--- config.mk ---
export PLATFORM = sky130hd
export DESIGN_NAME = digit_scan_mux
export DESIGN_NICKNAME = d
export VERILOG_FILES = /design/src/rtl/digit_scan_mux.sv
export SDC_FILE = /design/constraint.sdc
export NUM_CORES = 1
export LEC_CHECK = 0
export CAP_MARGIN = 20
export CORE_MARGIN = 5
export CORE_UTILIZATION = 47
export CTS_CLUSTER_DIAMETER = 150
export CTS_CLUSTER_SIZE = 25
export DETAILED_ROUTE_END_ITERATION = 8
export PLACE_DENSITY = 0.86
export SLEW_MARGIN = 15
export SYNTH_ARGS = -nofsm -noshare
export SYNTH_HDL_FRONTEND = slang
export SYNTH_SLANG_ARGS = --single-unit
--- constraint.sdc ---
create_clock -name clk -period 2.6 [get_ports clk]
set_clock_uncertainty 0.15 [all_clocks]
set_input_delay 0.52 -clock clk [delete_from_list [all_inputs] [get_ports clk]]
set_output_delay 0.52 -clock clk [all_outputs]
set_load 0.01 [all_outputs]
--- src/rtl/digit_scan_mux.sv ---
// -----------------------------------------------------------------------------
// digit_scan_mux
//   Time-multiplexed display scanner. A prescaler divides clk by DIV to form
//   scan steps; each step advances a one-hot digit select across NUM_DIGITS
//   positions. The selected digit's BCD nibble and decimal point are routed
//   out for the segment decoder. Each digit can be blanked individually, and
//   after every step all anodes are held off for DEAD cycles so the previous
//   digit's segment pattern cannot ghost onto the new one.
//
// Ports
//   clk       system clock, rising edge
//   rst_n     asynchronous active-low reset
//   en        scan enable; when low the scan position freezes, anodes go off
//   digits_i  BCD per digit, digit k = digits_i[4k+3:4k]
//   dp_i      decimal point per digit, 1 = lit
//   blank_i   1 = digit k is never lit (its time slot is still consumed)
//   an_o      registered one-hot anode drive, polarity set by ACTIVE_LOW_AN
//   sel_o     registered index of the current digit
//   bcd_o     registered BCD of the current digit
//   dp_o      registered decimal point of the current digit (0 if blanked)
//   tick_o    registered one-cycle pulse on every scan step
// -----------------------------------------------------------------------------
module digit_scan_mux #(
    parameter int NUM_DIGITS    = 4,
    parameter int DIV           = 1000,
    parameter int DEAD          = 2,
    parameter bit ACTIVE_LOW_AN = 1'b1,
    localparam int SEL_W        = $clog2(NUM_DIGITS)
) (
    input  logic                    clk,
    input  logic                    rst_n,
    input  logic                    en,
    input  logic [4*NUM_DIGITS-1:0] digits_i,
    input  logic [NUM_DIGITS-1:0]   dp_i,
    input  logic [NUM_DIGITS-1:0]   blank_i,
    output logic [NUM_DIGITS-1:0]   an_o,
    output logic [SEL_W-1:0]        sel_o,
    output logic [3:0]              bcd_o,
    output logic                    dp_o,
    output logic                    tick_o
);

    // Counter widths are kept at least one bit so DIV=1 / DEAD=0 still elaborate.
    localparam int CNT_W  = (DIV > 1) ? $clog2(DIV) : 1;
    localparam int DEAD_W = (DEAD > 0) ? $clog2(DEAD + 1) : 1;

    localparam logic [CNT_W-1:0]      CNT_LAST  = CNT_W'(DIV - 1);
    localparam logic [SEL_W-1:0]      SEL_LAST  = SEL_W'(NUM_DIGITS - 1);
    localparam logic [DEAD_W-1:0]     DEAD_LOAD = DEAD_W'(DEAD);
    // Pattern of an anode bus with every digit switched off.
    localparam logic [NUM_DIGITS-1:0] AN_OFF    = {NUM_DIGITS{ACTIVE_LOW_AN}};

    logic [CNT_W-1:0]      cnt_q, cnt_d;
    logic [DEAD_W-1:0]     dead_q, dead_d;
    logic [SEL_W-1:0]      sel_d;
    logic                  step;
    logic [NUM_DIGITS-1:0] an_d;
    logic [3:0]            bcd_d;
    logic                  dp_d;

    // Next-state values for an enabled edge. Outputs are computed from the
    // next select and next dead-time so they line up with sel_o exactly.
    always_comb begin
        // NOTE: every signal gets a default at the top so no path leaves it
        // unassigned, which would otherwise infer a latch.
        step   = (cnt_q == CNT_LAST);
        cnt_d  = cnt_q + 1'b1;
        sel_d  = sel_o;
        dead_d = dead_q;
        an_d   = AN_OFF;

        if (step) begin
            cnt_d  = '0;
            sel_d  = (sel_o == SEL_LAST) ? '0 : sel_o + 1'b1;
            dead_d = DEAD_LOAD;
        end else if (dead_q != '0) begin
            dead_d = dead_q - 1'b1;
        end

        bcd_d = digits_i[{sel_d, 2'b00} +: 4];
        dp_d  = dp_i[sel_d] & ~blank_i[sel_d];

        // XOR with the off pattern applies the anode polarity to the one-hot.
        if (dead_d == '0 && !blank_i[sel_d]) begin
            an_d = AN_OFF ^ (NUM_DIGITS'(1) << sel_d);
        end
    end

    always_ff @(posedge clk or negedge rst_n) begin
        // NOTE: sequential state uses non-blocking assignments so every
        // register samples pre-edge values regardless of statement order.
        if (!rst_n) begin
            cnt_q  <= '0;
            dead_q <= '0;
            sel_o  <= '0;
            an_o   <= AN_OFF;
            bcd_o  <= '0;
            dp_o   <= 1'b0;
            tick_o <= 1'b0;
        end else if (en) begin
            cnt_q  <= cnt_d;
            dead_q <= dead_d;
            sel_o  <= sel_d;
            an_o   <= an_d;
            bcd_o  <= bcd_d;
            dp_o   <= dp_d;
            tick_o <= step;
        end else begin
            // Scan position and dead-time freeze; display goes dark.
            an_o   <= AN_OFF;
            tick_o <= 1'b0;
        end
    end

endmodule

; Word-level counts from Yosys, hierarchy flattened
; Index checks and enable logic that the tools add are counted.
[op_classes]
bitwise = 3
n_eq_ne = 2
muxes = 12
addsub = 3
reduce_logical = 4
shifts = 2
order_cmp = 1
[ops]
columns = operator, n
row1 = indexed part select 16 x 5 -> 4 bit, 1
row2 = adder 10 x 1 -> 10 bit (second input constant), 1
row3 = == test 10 bit (second input constant), 1
row4 = 2-to-1 mux 10 bit, 1
row5 = 2-to-1 mux 2 bit, 4
row6 = 2-to-1 mux 4 bit, 2
row7 = binary-select mux 1 bit (select 2 bit), 2
row8 = inverter 4 bit, 1
row9 = left shift 1 x 2 -> 4 bit (first input constant), 1
row10 = less-than comparator 2 x 3 -> 1 bit (second input constant), 1
row11 = 2-to-1 mux 1 bit, 3
row12 = adder 2 x 1 -> 2 bit (second input constant), 1
row13 = == test 2 bit (second input constant), 1
row14 = logical NOT 2 bit, 1
row15 = nonzero test 2 bit, 1
row16 = subtractor 2 x 1 -> 2 bit (second input constant), 1
row17 = bitwise AND 1 bit, 1
row18 = logical AND 1 bit, 1
row19 = logical NOT 1 bit, 1
row20 = inverter 1 bit, 1
[totals]
in_bits = 27
word_cells = 34
out_inout_bits = 12
register_bits = 24

; Logic depth before layout (Yosys ltp)
[logic_depth]
word_depth = 9
ltp_mapped = 6
ltp_nobuf = 5

; Worst setup path after synthesis
; OpenSTA, ideal clock, no wires.
[synth_path]
path_type = register to register
startpoint = register sel_o[0]
endpoint = register bcd_o[0]
required_time_ns = 2.309
path_slack_ns = 0.581
arrival_time_ns = 1.727
synth_period_minus_slack_ns = 2.019
stages_incl_launch_ff = 6
setup_time_ns = 0.141
path_buffers = 1
path_cell_list = dfrtp_1 > ha_1 > clkbuf_1 > mux4_2 > nand2_1 > a31oi_1
[synth_via]
elab_chain_cells = 4
word_cells_on_any_way = 5
cone_classes = 1 x add/sub / 1 x eq/ne / 1 x shift / 2 x mux
[synth_rtl]
columns = item, line_no
row1 = start: declaration, 37  ; output logic [SEL_W-1:0] sel_o,
row2 = start signal: assignment, 103  ; sel_o <= sel_d;
row3 = adder 2 x 1 -> 2 bit or == test 2 bit (tied branches), 74  ; sel_d = (sel_o == SEL_LAST) ? '0 : sel_o + 1'b1;
row4 = 2-to-1 mux 2 bit, 74
row5 = 2-to-1 mux 2 bit *, 72  ; if (step) begin
row6 = indexed part select 16 x 5 -> 4 bit *, 80  ; bcd_d = digits_i[{sel_d, 2'b00} +: 4];
row7 = end signal: assignment, 97  ; bcd_o <= '0;
row8 = end signal: assignment, 105  ; bcd_o <= bcd_d;
row9 = end: declaration, 38  ; output logic [3:0] bcd_o,
; Every way passes the cells marked *; elsewhere a longest branch is shown, timed or not.
; A chain may end at the register's enable or synchronous reset.

; Worst setup path in the final report
[layout_path]
startpoint = register sel_o[0]
endpoint = output port sel_o[0]
; No word-level cell between the ends.

==> metrics.txt <==
I/O Buffers=38; Max-Cap Viols=0; fin crit share=90.6%; DRC Markers=0; multiplexer share of the synthesized area=17.7%; GRT Util Overall=15.6%; cell accounting for the most synthesized area=dfrtp_1; H-tree Lvls=1; vias per cell=5.82; Initial Util=49.4%; CP arrival=1.69 ns; number of enable flip-flop cells after synthesis=0; worst hold slack=0.345 ns; min-delay worst type=reg -> reg; final critical-path required period=2.36 ns; DRT iter0 DRCs=39; top post-synthesis cells by area=dfrtp_1 37%, mux4_2 13%, dfstp_2 7.7%; Synth Area in XOR/XNOR=3.21%; GR Overflow Total=0; Max Root-Sink Buffers=2; via count=1,134; synthesized area=1360 um^2; DIE AREA=4080 um^2; count of final hold-check violations=0; cts bufs inserted=3; drt pass-1 iters=4; max frequency=425 MHz; Top Family by Delay on Critical Path=buffers and inverters; Slew Limit Fails=0; share of post-route cells with drive strength above 1=15.2%; I/O Pins=39; largest net degree at the start of global routing=25; Peak supply drop=0.393 mV; postcts setup bufs=0; R2R setup slack=0.41 ns; Startpoint Class=flip-flop; Root Driver=clkbuf_4; Setup Crit Path Kind=reg -> out; clk slew on worst S/H paths=0.12 ns; number of synthesized register bits=24; Clock Latency Late Sink=0.31 ns; sequential-to-total area share from yosys stat=44.4%; Buf/Inv on CP=2; CP Cell Sequence=buf_4 > clkdlybuf4s50_1; kind of end point of the critical path=primary output; r2r worst-path depth=5; total clock sinks=24; Reg-to-Reg End=cnt_q[7]; slowest CP cell=dfrtp_1; core area=2760 um^2; Top FF cell, synth=dfrtp_1; ys async rst share=100%; critical path fanouts, max=13; RSZ-0062 raised after global routing=false; routed len/inst=15.3 um; number of global-route vias before repair=1,183; Pwr Density=480 nW/um^2; Post-layout nets=194; Simple-Gate Fraction of Synth Area=20.5%; Hold Crit Start=cnt_q[8]; count of different cell masters after synthesis=39; dpl hpwl=2450 um; hold path endpoint=cnt_q[8]; Leakage=0.701 nW; CP max stage delay=0.59 ns; hold depth=1; status=complete, no violations; Syn Inst Count=125; Placed Cells=191; Worst R2R Start=cnt_q[0]; area grow syn2layout=32.6%; Mapped Nets=154; initial antenna violation count=0; Sum Neg Setup Slack=0 ns; slew margin rel.=63.1%; Final Wtd Congestion=0.812; share of the synthesized area in the top cell type=36.7%; first-pass GRT wire length=5170 um; synthesized area per cell=10.9 um^2; CTS resizes=0; Post-synth top cells=20 x dfrtp_1, 14 x nor2_1, 12 x nand2_1; most numerous cell in the Yosys netlist=dfrtp_1; Post-CTS Hold Fix Bufs=0; post-route ant nets=0; area share of fa/ha/maj cells after synthesis=1.84%; WL final=2980 um; CTS tree=yes; # diodes=0; actual slew at the worst max-slew pin=0.550 ns; Final setup viols=0; Rows=19; Compound-Gate Fraction of Synth Area=9.18%; Req. time, crit path=1.93 ns; Non-Filler Instances=195; main combinational cell family by area after synthesis=simple AND/OR/NAND/NOR gates; Die Y=63.8 um; Die X=63.8 um; yosys warns=0; post-layout power=867 uW
==> cell usage in the layout, fill, tap and decap left out, drive strengths merged, types with 2 or more instances in the layout <==
cell,n
a21oi,5
a31oi,3
buf,4
clkbuf,4
clkdlybuf4s50,38
dfrtp,20
dfstp,4
ha,2
inv,3
mux2,3
mux2i,2
mux4,8
nand2,12
nand2b,2
nand3,5
nand3b,3
nand4,3
nand4b,2
nor2,14
o211ai,2
o21ai,2
o311ai,3
or3,3
xnor2,3
xor2,2
==> how the worst max path moves through the flow <==
| stage | startpoint | cells after the start | end |
|---|---|---|---|
| finish | sel_o[0] | 2 | sel_o[0] |
| global route | sel_o[0] | 2 | sel_o[0] |
| CTS | sel_o[0] | 2 | sel_o[0] |
| detailed placement | en | 5 | cnt_q[7] |
| global placement | en | 4 | sel_o[0] |
| floorplan | sel_o[0] | 5 | bcd_o[0] |
==> cell families (layout without fill, tap and decap cells) <==
| logic type | after synthesis | count (layout) |
|---|---|---|
| buffers and inverters | 10 | 49 |
| flip-flops | 24 | 24 |
| AND/OR/NAND/NOR | 52 | 52 |
| multiplexers | 13 | 13 |
| adder cells (fa/ha/maj) | 2 | 2 |
| XOR/XNOR | 5 | 5 |
| AO/OA/AOI/OAI | 19 | 19 |
==> layout make-up <==
type                    count  area (um^2)
fillers                   215          951
multi-input cells          91          714
flip-flops and latches     24          606
repair buffers             42          410
well taps                  31         38.8
clock buffers               4         26.3
inverters                   3         11.3
==> sequential cells by signal (all words and copies together) (netlist names) <==
name,count
dp_o,1
dead_q,2
tick_o,1
bcd_o,4
an_o,4
sel_o,2
cnt_q,10
==> metrics by stage <==
step / cell area [um^2] / util (%) / worst slack, ns
floorplan: 1360 / - / 0.581
global placement: 1780 / 64.6 / 0.270
detailed placement: 1780 / 64.6 / 0.187
CTS: 1810 / 65.5 / 0.247
global route: 1810 / 65.5 / 0.156
finish: 1810 / 65.5 / 0.245
==> routing by layer <==
| layer | up-vias | routed length [um] | GRT usage (%) |
|---|---|---|---|
| li1 | 547 | - | - |
| met3 | 4 | 219 | 4.20 |
| met1 | 546 | 1160 | 18.0 |
| met4 | 0 | 45 | 4.94 |
| met5 | - | 0 | 0 |
| met2 | 37 | 1560 | 27.8 |
==> report_power, final <==
group          total [mW]  switching (mW)  internal [mW]
Clock               0.162           0.102         0.0599
Combinational       0.207          0.0848          0.122
Sequential          0.497          0.0675          0.430
Total               0.867           0.255          0.612
(Power assumes the default switching activity.)
